## src/rtl/rf_wb_arbiter.sv

```systemverilog
// Register-file write-port arbiter: pipeline writeback (P) always wins, the load/CSR
// unit (S) is queued and drained on idle cycles, with kill-on-overwrite and a starvation stall.
module rf_wb_arbiter #(
   parameter int XLEN       = 32,
   parameter int DEPTH      = 4,
   parameter int MAX_STARVE = 8
) (
   input  logic                   clk,
   input  logic                   areset,
   input  logic                   p_valid,
   input  logic [4:0]             p_rd,
   input  logic [XLEN-1:0]        p_data,
   input  logic                   s_valid,
   output logic                   s_ready,
   input  logic [4:0]             s_rd,
   input  logic [XLEN-1:0]        s_data,
   output logic [4:0]             A3,
   output logic [XLEN-1:0]        WD3,
   output logic                   WE3,
   output logic [31:0]            busy_mask,
   output logic                   stall_o,
   output logic [$clog2(DEPTH):0] fifo_count
);

   localparam int AW = $clog2(DEPTH);
   localparam int CW = AW + 1;
   localparam int SW = $clog2(MAX_STARVE) + 1;
   localparam logic [CW-1:0] FULL_CNT    = CW'(DEPTH);
   localparam logic [SW-1:0] STARVE_LAST = SW'(MAX_STARVE - 1);

   logic [4:0]      r_rd   [DEPTH];
   logic [XLEN-1:0] r_data [DEPTH];
   logic [DEPTH-1:0] r_vld;
   logic [DEPTH-1:0] r_kill;
   logic [AW-1:0]   r_wptr;
   logic [AW-1:0]   r_rptr;
   logic [CW-1:0]   r_count;
   logic [SW-1:0]   r_starve;
   logic            r_stall;
   logic [4:0]      r_a3;
   logic [XLEN-1:0] r_wd3;
   logic            r_we3;

   logic             w_p_wr;
   logic             w_push;
   logic             w_pop;
   logic             w_head_kill;
   logic [DEPTH-1:0] w_kill_hit;
   logic [DEPTH-1:0] w_pop_oh;
   logic [DEPTH-1:0] w_push_oh;
   logic [DEPTH-1:0] w_vld_nxt;
   logic [DEPTH-1:0] w_kill_nxt;
   logic [31:0]      w_busy;

   assign w_p_wr      = p_valid & (p_rd != 5'd0);
   assign s_ready     = (r_count < FULL_CNT);
   assign w_push      = s_valid & s_ready & (s_rd != 5'd0);
   assign w_pop       = ~p_valid & (r_count != {CW{1'b0}});
   assign w_head_kill = r_kill[r_rptr];
   assign w_pop_oh    = w_pop  ? ({{(DEPTH-1){1'b0}}, 1'b1} << r_rptr) : {DEPTH{1'b0}};
   assign w_push_oh   = w_push ? ({{(DEPTH-1){1'b0}}, 1'b1} << r_wptr) : {DEPTH{1'b0}};
   // A same-cycle enqueue lands in the push slot with kill cleared, so it stays younger than P.
   assign w_vld_nxt   = (r_vld & ~w_pop_oh) | w_push_oh;
   assign w_kill_nxt  = (r_kill | w_kill_hit) & ~w_pop_oh & ~w_push_oh;

   // Kill matches and pending-register mask derived from stored entries.
   always_comb begin
      w_kill_hit = {DEPTH{1'b0}};
      w_busy     = 32'd0;
      for (int i = 0; i < DEPTH; i++) begin
         w_kill_hit[i] = w_p_wr & r_vld[i] & (r_rd[i] == p_rd);
         w_busy        = w_busy | ({31'd0, r_vld[i] & ~r_kill[i]} << r_rd[i]);
      end
   end

   // S-side FIFO storage, pointers and occupancy.
   always_ff @(posedge clk or negedge areset) begin
      if (!areset) begin
         r_wptr  <= {AW{1'b0}};
         r_rptr  <= {AW{1'b0}};
         r_count <= {CW{1'b0}};
         r_vld   <= {DEPTH{1'b0}};
         r_kill  <= {DEPTH{1'b0}};
         for (int i = 0; i < DEPTH; i++) begin
            r_rd[i]   <= 5'd0;
            r_data[i] <= {XLEN{1'b0}};
         end
      end else begin
         r_vld  <= w_vld_nxt;
         r_kill <= w_kill_nxt;
         if (w_push) begin
            r_rd[r_wptr]   <= s_rd;
            r_data[r_wptr] <= s_data;
            r_wptr         <= r_wptr + 1'b1;
         end
         if (w_pop) begin
            r_rptr <= r_rptr + 1'b1;
         end
         case ({w_push, w_pop})
            2'b10:   r_count <= r_count + 1'b1;
            2'b01:   r_count <= r_count - 1'b1;
            default: r_count <= r_count;
         endcase
      end
   end

   // Registered write port; a killed head is consumed without asserting WE3.
   always_ff @(posedge clk or negedge areset) begin
      if (!areset) begin
         r_a3  <= 5'd0;
         r_wd3 <= {XLEN{1'b0}};
         r_we3 <= 1'b0;
      end else if (p_valid) begin
         r_a3  <= p_rd;
         r_wd3 <= p_data;
         r_we3 <= w_p_wr;
      end else if (w_pop) begin
         r_a3  <= r_rd[r_rptr];
         r_wd3 <= r_data[r_rptr];
         r_we3 <= ~w_head_kill;
      end else begin
         r_a3  <= 5'd0;
         r_wd3 <= {XLEN{1'b0}};
         r_we3 <= 1'b0;
      end
   end

   // Starvation counter: counts P grants while S waits, pulses stall_o on the last one.
   always_ff @(posedge clk or negedge areset) begin
      if (!areset) begin
         r_starve <= {SW{1'b0}};
         r_stall  <= 1'b0;
      end else if ((r_count == {CW{1'b0}}) || w_pop) begin
         r_starve <= {SW{1'b0}};
         r_stall  <= 1'b0;
      end else if (p_valid) begin
         if (r_starve == STARVE_LAST) begin
            r_starve <= {SW{1'b0}};
            r_stall  <= 1'b1;
         end else begin
            r_starve <= r_starve + 1'b1;
            r_stall  <= 1'b0;
         end
      end else begin
         r_starve <= r_starve;
         r_stall  <= 1'b0;
      end
   end

   assign A3         = r_a3;
   assign WD3        = r_wd3;
   assign WE3        = r_we3;
   assign busy_mask  = w_busy;
   assign stall_o    = r_stall;
   assign fifo_count = r_count;

endmodule
```

## config.mk

```make
export PLATFORM = sky130hd
export DESIGN_NAME = rf_wb_arbiter
export DESIGN_NICKNAME = d
export VERILOG_FILES = /design/src/rtl/rf_wb_arbiter.sv
export SDC_FILE = /design/constraint.sdc
export NUM_CORES = 1
export LEC_CHECK = 0
export BUFFER_PORTS_ARGS = -buffer_cell sky130_fd_sc_hd__buf_2
export CORE_AREA = 2 2 146 148
export CTS_CLUSTER_DIAMETER = 40
export DETAILED_ROUTE_END_ITERATION = 7
export DIE_AREA = 0 0 148 150
export PLACE_DENSITY_LB_ADDON = 0.15
export RECOVER_POWER = 25
export SLEW_MARGIN = 25
export SYNTH_ARGS = -nofsm -noshare
export SYNTH_HDL_FRONTEND = slang
export SYNTH_SLANG_ARGS = --single-unit
```

## constraint.sdc

```tcl
create_clock -name clk -period 4.1 [get_ports clk]
set_clock_uncertainty 0.2 [all_clocks]
set_input_delay 1.025 -clock clk [delete_from_list [all_inputs] [get_ports clk]]
set_output_delay 1.025 -clock clk [all_outputs]
set_load 0.03 [all_outputs]
```

==> flow_summary.json, run 1 <==
{
  "status": "finished, violations left",
  "violations": "capacitance limit, slew limit",
  "synth_fp_nets": 836,
  "p_leak_uw": 0.00543,
  "rsz0062_at_grt": "no",
  "ys_types": 55,
  "cp_slowest_cell": "or3b_2",
  "r2r_end": "r_data[59]",
  "nets": 976,
  "setup_tns_ns": 0,
  "path_class": "reg2out",
  "report.final.slew_viol_count": 100,
  "yosys_most_used_dff": "dfrtp_1",
  "fp.dieW_um": 148,
  "num_antenna_cells": 0,
  "synth.area.top_cells": "dfrtp_1 51%, mux2_2 15%, mux4_2 8.4%",
  "ios": 153,
  "timing.max_cap.violations": 1,
  "yosysTopAreaCellShare": 0.506,
  "synth_edf_count": 0,
  "cpPeakStageDelay_ns": 0.58,
  "gp_congestion": 0.912,
  "totalWireLength_um": 26800,
  "core_um2": 20700,
  "drcViolationCount": 0,
  "ys_ff_latch": 206,
  "crit_arrival_ns": 2.72,
  "h-tree-depth": 1,
  "viasPerCell": 5.92,
  "cp_max_fo": 5,
  "cts_made_buffers": 30,
  "path_clk_slew_ns": 0.06,
  "place_hpwl_um": 17800,
  "grt_overflow": 0,
  "grt_pass1_vias": 7622,
  "min_to": "r_starve[0]",
  "dr.pass1.iters": 5,
  "ff2ff_setup_slack_ns": 1.62,
  "worst_slew_pin_slew_ns": 2.50,
  "hp-start": "r_starve[0]",
  "hold_viol": 0,
  "finalCritPeriodShare": 0.963,
  "grt.total_usage": 0.243,
  "cts-root-buf": "clkbuf_16",
  "synthCells": 747,
  "port_buffers": 152,
  "drt_first_iter_violations": 453,
  "postCtsSetupRepairBufs": 0,
  "startpoint_type": "register",
  "num_rows": 53,
  "start_util": 0.493,
  "whs_path_depth": 1,
  "die-area_um2": 22200,
  "setup_viol": 0,
  "hold_class": "reg2reg",
  "avgSynthCellArea_um2": 13.6,
  "fin_cells": 1186,
  "antenna_found_initial": 0,
  "area_growth_pct": 18.7,
  "end_kind": "output pin",
  "synth_top_area_cell": "dfrtp_1",
  "wire_per_inst_um": 22.6,
  "fp.dieH_um": 150,
  "cts_tree": "built",
  "drive_gt1_frac": 0.457,
  "cp_cell_sequence": "or3b_2, or3_1, o311ai_0, buf_2",
  "worst_r2r_path_depth": 4,
  "slew_headroom": -0.667,
  "cts_sinks": 206,
  "r2r-start": "fifo_count[2]",
  "dp_cells": 1130,
  "min_period_ns": 3.95,
  "critPathRequiredTime_ns": 2.87,
  "power.total_uw": 10500,
  "synth-async-reset-ratio": 1.00,
  "ys_seq_area_frac": 0.506,
  "clock_latency_ns": 0.54,
  "vias": 7024,
  "clk_path_buf_depth": 3,
  "grt_pass1_wl_um": 42100,
  "fmax_ghz": 0.253,
  "synth_warnings": 0,
  "grt_max_degree": 101,
  "powerDensity_nw_per_um2": 868,
  "syn_area_um2": 10200,
  "irDropWorstVdd_uv": 454,
  "antenna_left": 0
}
timing repair:
item,4_1_cts,5_1_grt
gates resized for setup,0,1
hold buffers,0,0
setup endpoints to repair,0,1
critical path, delay by kind of cell, from the launching register on:
family	cells	cell delay, ns
DFF	1	0.44
AOI/OAI and AO/OA	1	0.45
buffers and inverters	1	0.30
and+or+nand+nor	2	1.00
cells in the mapped netlist (all sizes together), types with 2 or more instances:
library cell	instances
dfrtp	206
mux2	148
nand2	41
a22o	40
mux4	38
clkbuf	31
buf	25
nor2	25
xnor2	25
a22oi	16
o21ai	11
ha	10
inv	10
nand2b	10
nor3	10
nor2b	9
o211ai	9
o311ai	9
a221o	6
a221oi	5
a32oi	5
nand3	5
nand4	5
o211a	4
o221ai	4
o22ai	4
or3b	4
and2	3
nand3b	3
nor3b	3
nor4	3
or3	3
and3	2
and3b	2
or4	2
cells by family after synthesis:
group,after synthesis,share of synthesized area
xor+xnor,26,0.0223
fa+ha+maj,11,0.0142
mux,186,0.251
flops,206,0.506
compound gates,117,0.0932
simple gates,135,0.0714
buf+inv,66,0.0425
metal layers:
metal	routed length, µm	track usage
met2	13700	0.416
met3	1620	0.0488
met1	11000	0.315
met4	484	0.0752
met5	0	0
sequential cells by signal (all words and copies together), names as in the netlist:
| signal | count |
|---|---|
| r_data | 128 |
| WD3 | 32 |
| r_rd | 20 |
| A3 | 5 |
| r_kill | 4 |
| r_starve | 4 |
| r_vld | 4 |
| fifo_count | 3 |
| r_rptr | 2 |
| r_wptr | 2 |
| WE3 | 1 |
| stall_o | 1 |
per-stage QoR:
step                utilization  hold WS [ns]  setup WS (ns)  cell area [µm²]
floorplan                     -         0.240          0.322            10200
global placement          0.534         0.251          0.644            11000
detailed placement        0.534         0.279          0.555            11000
CTS                       0.585         0.287          0.135            12100
global route              0.585         0.305         0.0921            12100
finish                    0.585         0.284          0.151            12100
worst max path at each step:
stage | cells past startpoint | endpoint | from | slack [ns]
floorplan | 3 | busy_mask[8] | r_rd[1] | 0.32
global placement | 10 | fifo_count[2] | s_rd[0] | 0.64
detailed placement | 10 | fifo_count[2] | s_rd[0] | 0.56
CTS | 4 | busy_mask[0] | r_rd[1] | 0.13
global route | 4 | busy_mask[8] | r_rd[1] | 0.09
finish | 4 | busy_mask[0] | r_rd[1] | 0.15
final cells by class:
class,count,area (µm²)
Clock inverter,21,243
Fill cell,1692,8590
Clock buffer,35,821
Tap cell,275,344
Multi-Input combinational cell,475,4610
Sequential cell,206,5160
Inverter,10,37.5
Timing Repair Buffer,164,876
layout by cell type, fill, tap and decap left out, types with 16 or more instances in the layout:
master       n
mux4_2      38
clkbuf_16   31
dfrtp_1    204
nor2_1      24
buf_2      151
mux2_2     136
xnor2_1     25
a22o_1      40
a22oi_1     16
nand2_1     38
power by group:
part / switching (µW) / internal, µW
combinational: 1920 / 1970
clock: 990 / 1650
sequential: 972 / 3000
(Power assumes the default switching activity.)
==> run 2: changes to the inputs <==
- PLACE_DENSITY: default -> 0.77
- PLACE_DENSITY_LB_ADDON: 0.15 -> default
==> run 2 against run 1 <==
Combinational power hardly changed. Critical endpoint is now busy_mask[8]. Core utilization is 0.57 points lower. Sequential share of layout area is 0.40 points higher. The flow still finishes with violations (capacitance limit, slew limit). Sequential cell count stayed put. Largest cell class unchanged. Die area stayed put. First-iteration DRC count is 26% higher. Hold slack worse by 0.013 ns. Routed wire length is 8.7% lower. Worst setup slack better by 0.095 ns. Clock-buffer cell count is 1 lower. Critical path type unchanged. Critical path depth stayed put. Non-clock buffer count is 2 higher.
==> flow_summary.json, run 2 (synthesis results as in run 1) <==
{
  "status": "finished, violations left",
  "violations": "capacitance limit, slew limit",
  "area_growth_pct": 17.5,
  "gp_congestion": 0.960,
  "clock_latency_ns": 0.52,
  "drcViolationCount": 0,
  "setup_ws_ns": 0.246,
  "cp_cell_sequence": "or3b_2, or3b_2, o311ai_0, buf_2",
  "postLayoutCellArea_um2": 12000,
  "critPathRequiredTime_ns": 2.87,
  "cp_max_fo": 5,
  "fp.dieH_um": 150,
  "dr.pass1.iters": 5,
  "final_util": 0.579,
  "dpl-instance-area_um2": 11100,
  "hold_viol": 0,
  "grt.total_usage": 0.223,
  "drive_gt1_frac": 0.445,
  "finalCritPeriodShare": 0.940,
  "grt_pass1_wl_um": 39300,
  "cp_slowest_cell": "or3b_2",
  "dp_slack_ns": 0.630,
  "regMostFlops": "r_data",
  "vias": 7009,
  "totalWireLength_um": 24400,
  "min_period_ns": 3.85,
  "antenna_found_initial": 2,
  "crit_family": "simple AND/OR/NAND/NOR gates",
  "report.final.slew_viol_count": 81,
  "fmax_ghz": 0.259,
  "powerDensity_nw_per_um2": 851,
  "cts_made_buffers": 26,
  "startpoint_type": "register",
  "grt_overflow": 0,
  "path_class": "reg2out",
  "ios": 153,
  "fin_cells": 1180,
  "path_clk_slew_ns": 0.06,
  "nets": 974,
  "grt_max_degree": 82,
  "timing.max_cap.violations": 1,
  "cts-root-buf": "clkbuf_16",
  "crit_arrival_ns": 2.63,
  "cts_resized": 0,
  "start_util": 0.493,
  "dp_cells": 1132,
  "setup_viol": 0,
  "crit_path_frequent_cell": "or3b_2",
  "wire_per_inst_um": 20.7,
  "h-tree-depth": 1,
  "num_rows": 53,
  "crit_buf_inv": 1,
  "core_um2": 20700,
  "postCtsSetupRepairBufs": 0,
  "end_kind": "output pin",
  "slew_headroom": -0.362,
  "cts_tree": "built",
  "setup_tns_ns": 0,
  "viasPerCell": 5.94,
  "die-area_um2": 22200,
  "cts_sinks": 206,
  "final_common_cell": "dfrtp_1",
  "hold_buffers": 0,
  "most-common-layout-cells": "204 x dfrtp_1, 151 x buf_2, 136 x mux2_2, 40 x a22o_1",
  "largest_reg_flops": 128,
  "fp.dieW_um": 148,
  "clk_path_buf_depth": 3,
  "worst_slew_pin_slew_ns": 2.04,
  "grt_pass1_vias": 7232,
  "irDropWorstVdd_uv": 433,
  "p_leak_uw": 0.00537,
  "hold_class": "reg2reg",
  "antenna_left": 0,
  "place_hpwl_um": 15700,
  "rsz0062_at_grt": "no",
  "drt_first_iter_violations": 571,
  "cpPeakStageDelay_ns": 0.55,
  "port_buffers": 152
}
[run 2: cell types whose count changed in the layout (fill, tap and decap cells not counted), moves of 2 or more]
cell        before  now
bufinv_16        3    5
inv_8            5    1
clkbuf_16       31   26
diode_2          0    2
clkinv_2         3    1
clkinvlp_4       5    0
clkbuf_1         1    7
[run 2: stage by stage]
step	total power [µW]	hold WS, ns
floorplan	6730	0.240
global placement	7680	0.259
detailed placement	7770	0.266
CTS	10300	0.273
global route	10800	0.305
finish	10200	0.271
[run 2: worst paths after layout]
kind                          startpoint            to  slack, ns  cells after the start
setup / recovery                 r_rd[1]  busy_mask[8]       0.25                      4
hold / removal               r_starve[0]   r_starve[0]       0.27                      1
setup reg to reg           fifo_count[2]    r_data[59]       1.76                      4
hold reg to reg              r_starve[0]   r_starve[0]       0.27                      1
max in group asynchronous         areset    r_data[93]       0.99                      2
min in group asynchronous         areset        WD3[4]       0.90                      1
[run 2: report_power, final]
group | switching (µW) | internal [µW]
registers | 869 | 3000
clock network | 869 | 1560
logic | 1920 | 1980
total | 3660 | 6540
[run 2: final cells by class]
| cell class | instances | area, µm² |
|---|---|---|
| antenna | 2 | 5.00 |
| clock buffer | 34 | 721 |
| clock inverter | 12 | 218 |
| fill | 1699 | 8710 |
| inverter | 10 | 37.5 |
| multi-input combinational | 475 | 4610 |
| sequential | 206 | 5160 |
| tap | 275 | 344 |
| timing repair buffer | 166 | 880 |
[run 2: worst reg2reg max path, stage by stage (launching register included)]
cell and delay [ns]:
dfrtp_1 0.40, nor2b_1 0.19, o21a_1 0.46, nand2_4 0.48
mux2_1 0.47
[run 2: layer usage]
metal,share of wire,up-vias,track usage
met3,0.081,54,0.0473
met5,0,-,0
met4,0.026,0,0.0743
li1,-,3100,-
met1,0.41,3523,0.298
met2,0.49,332,0.367
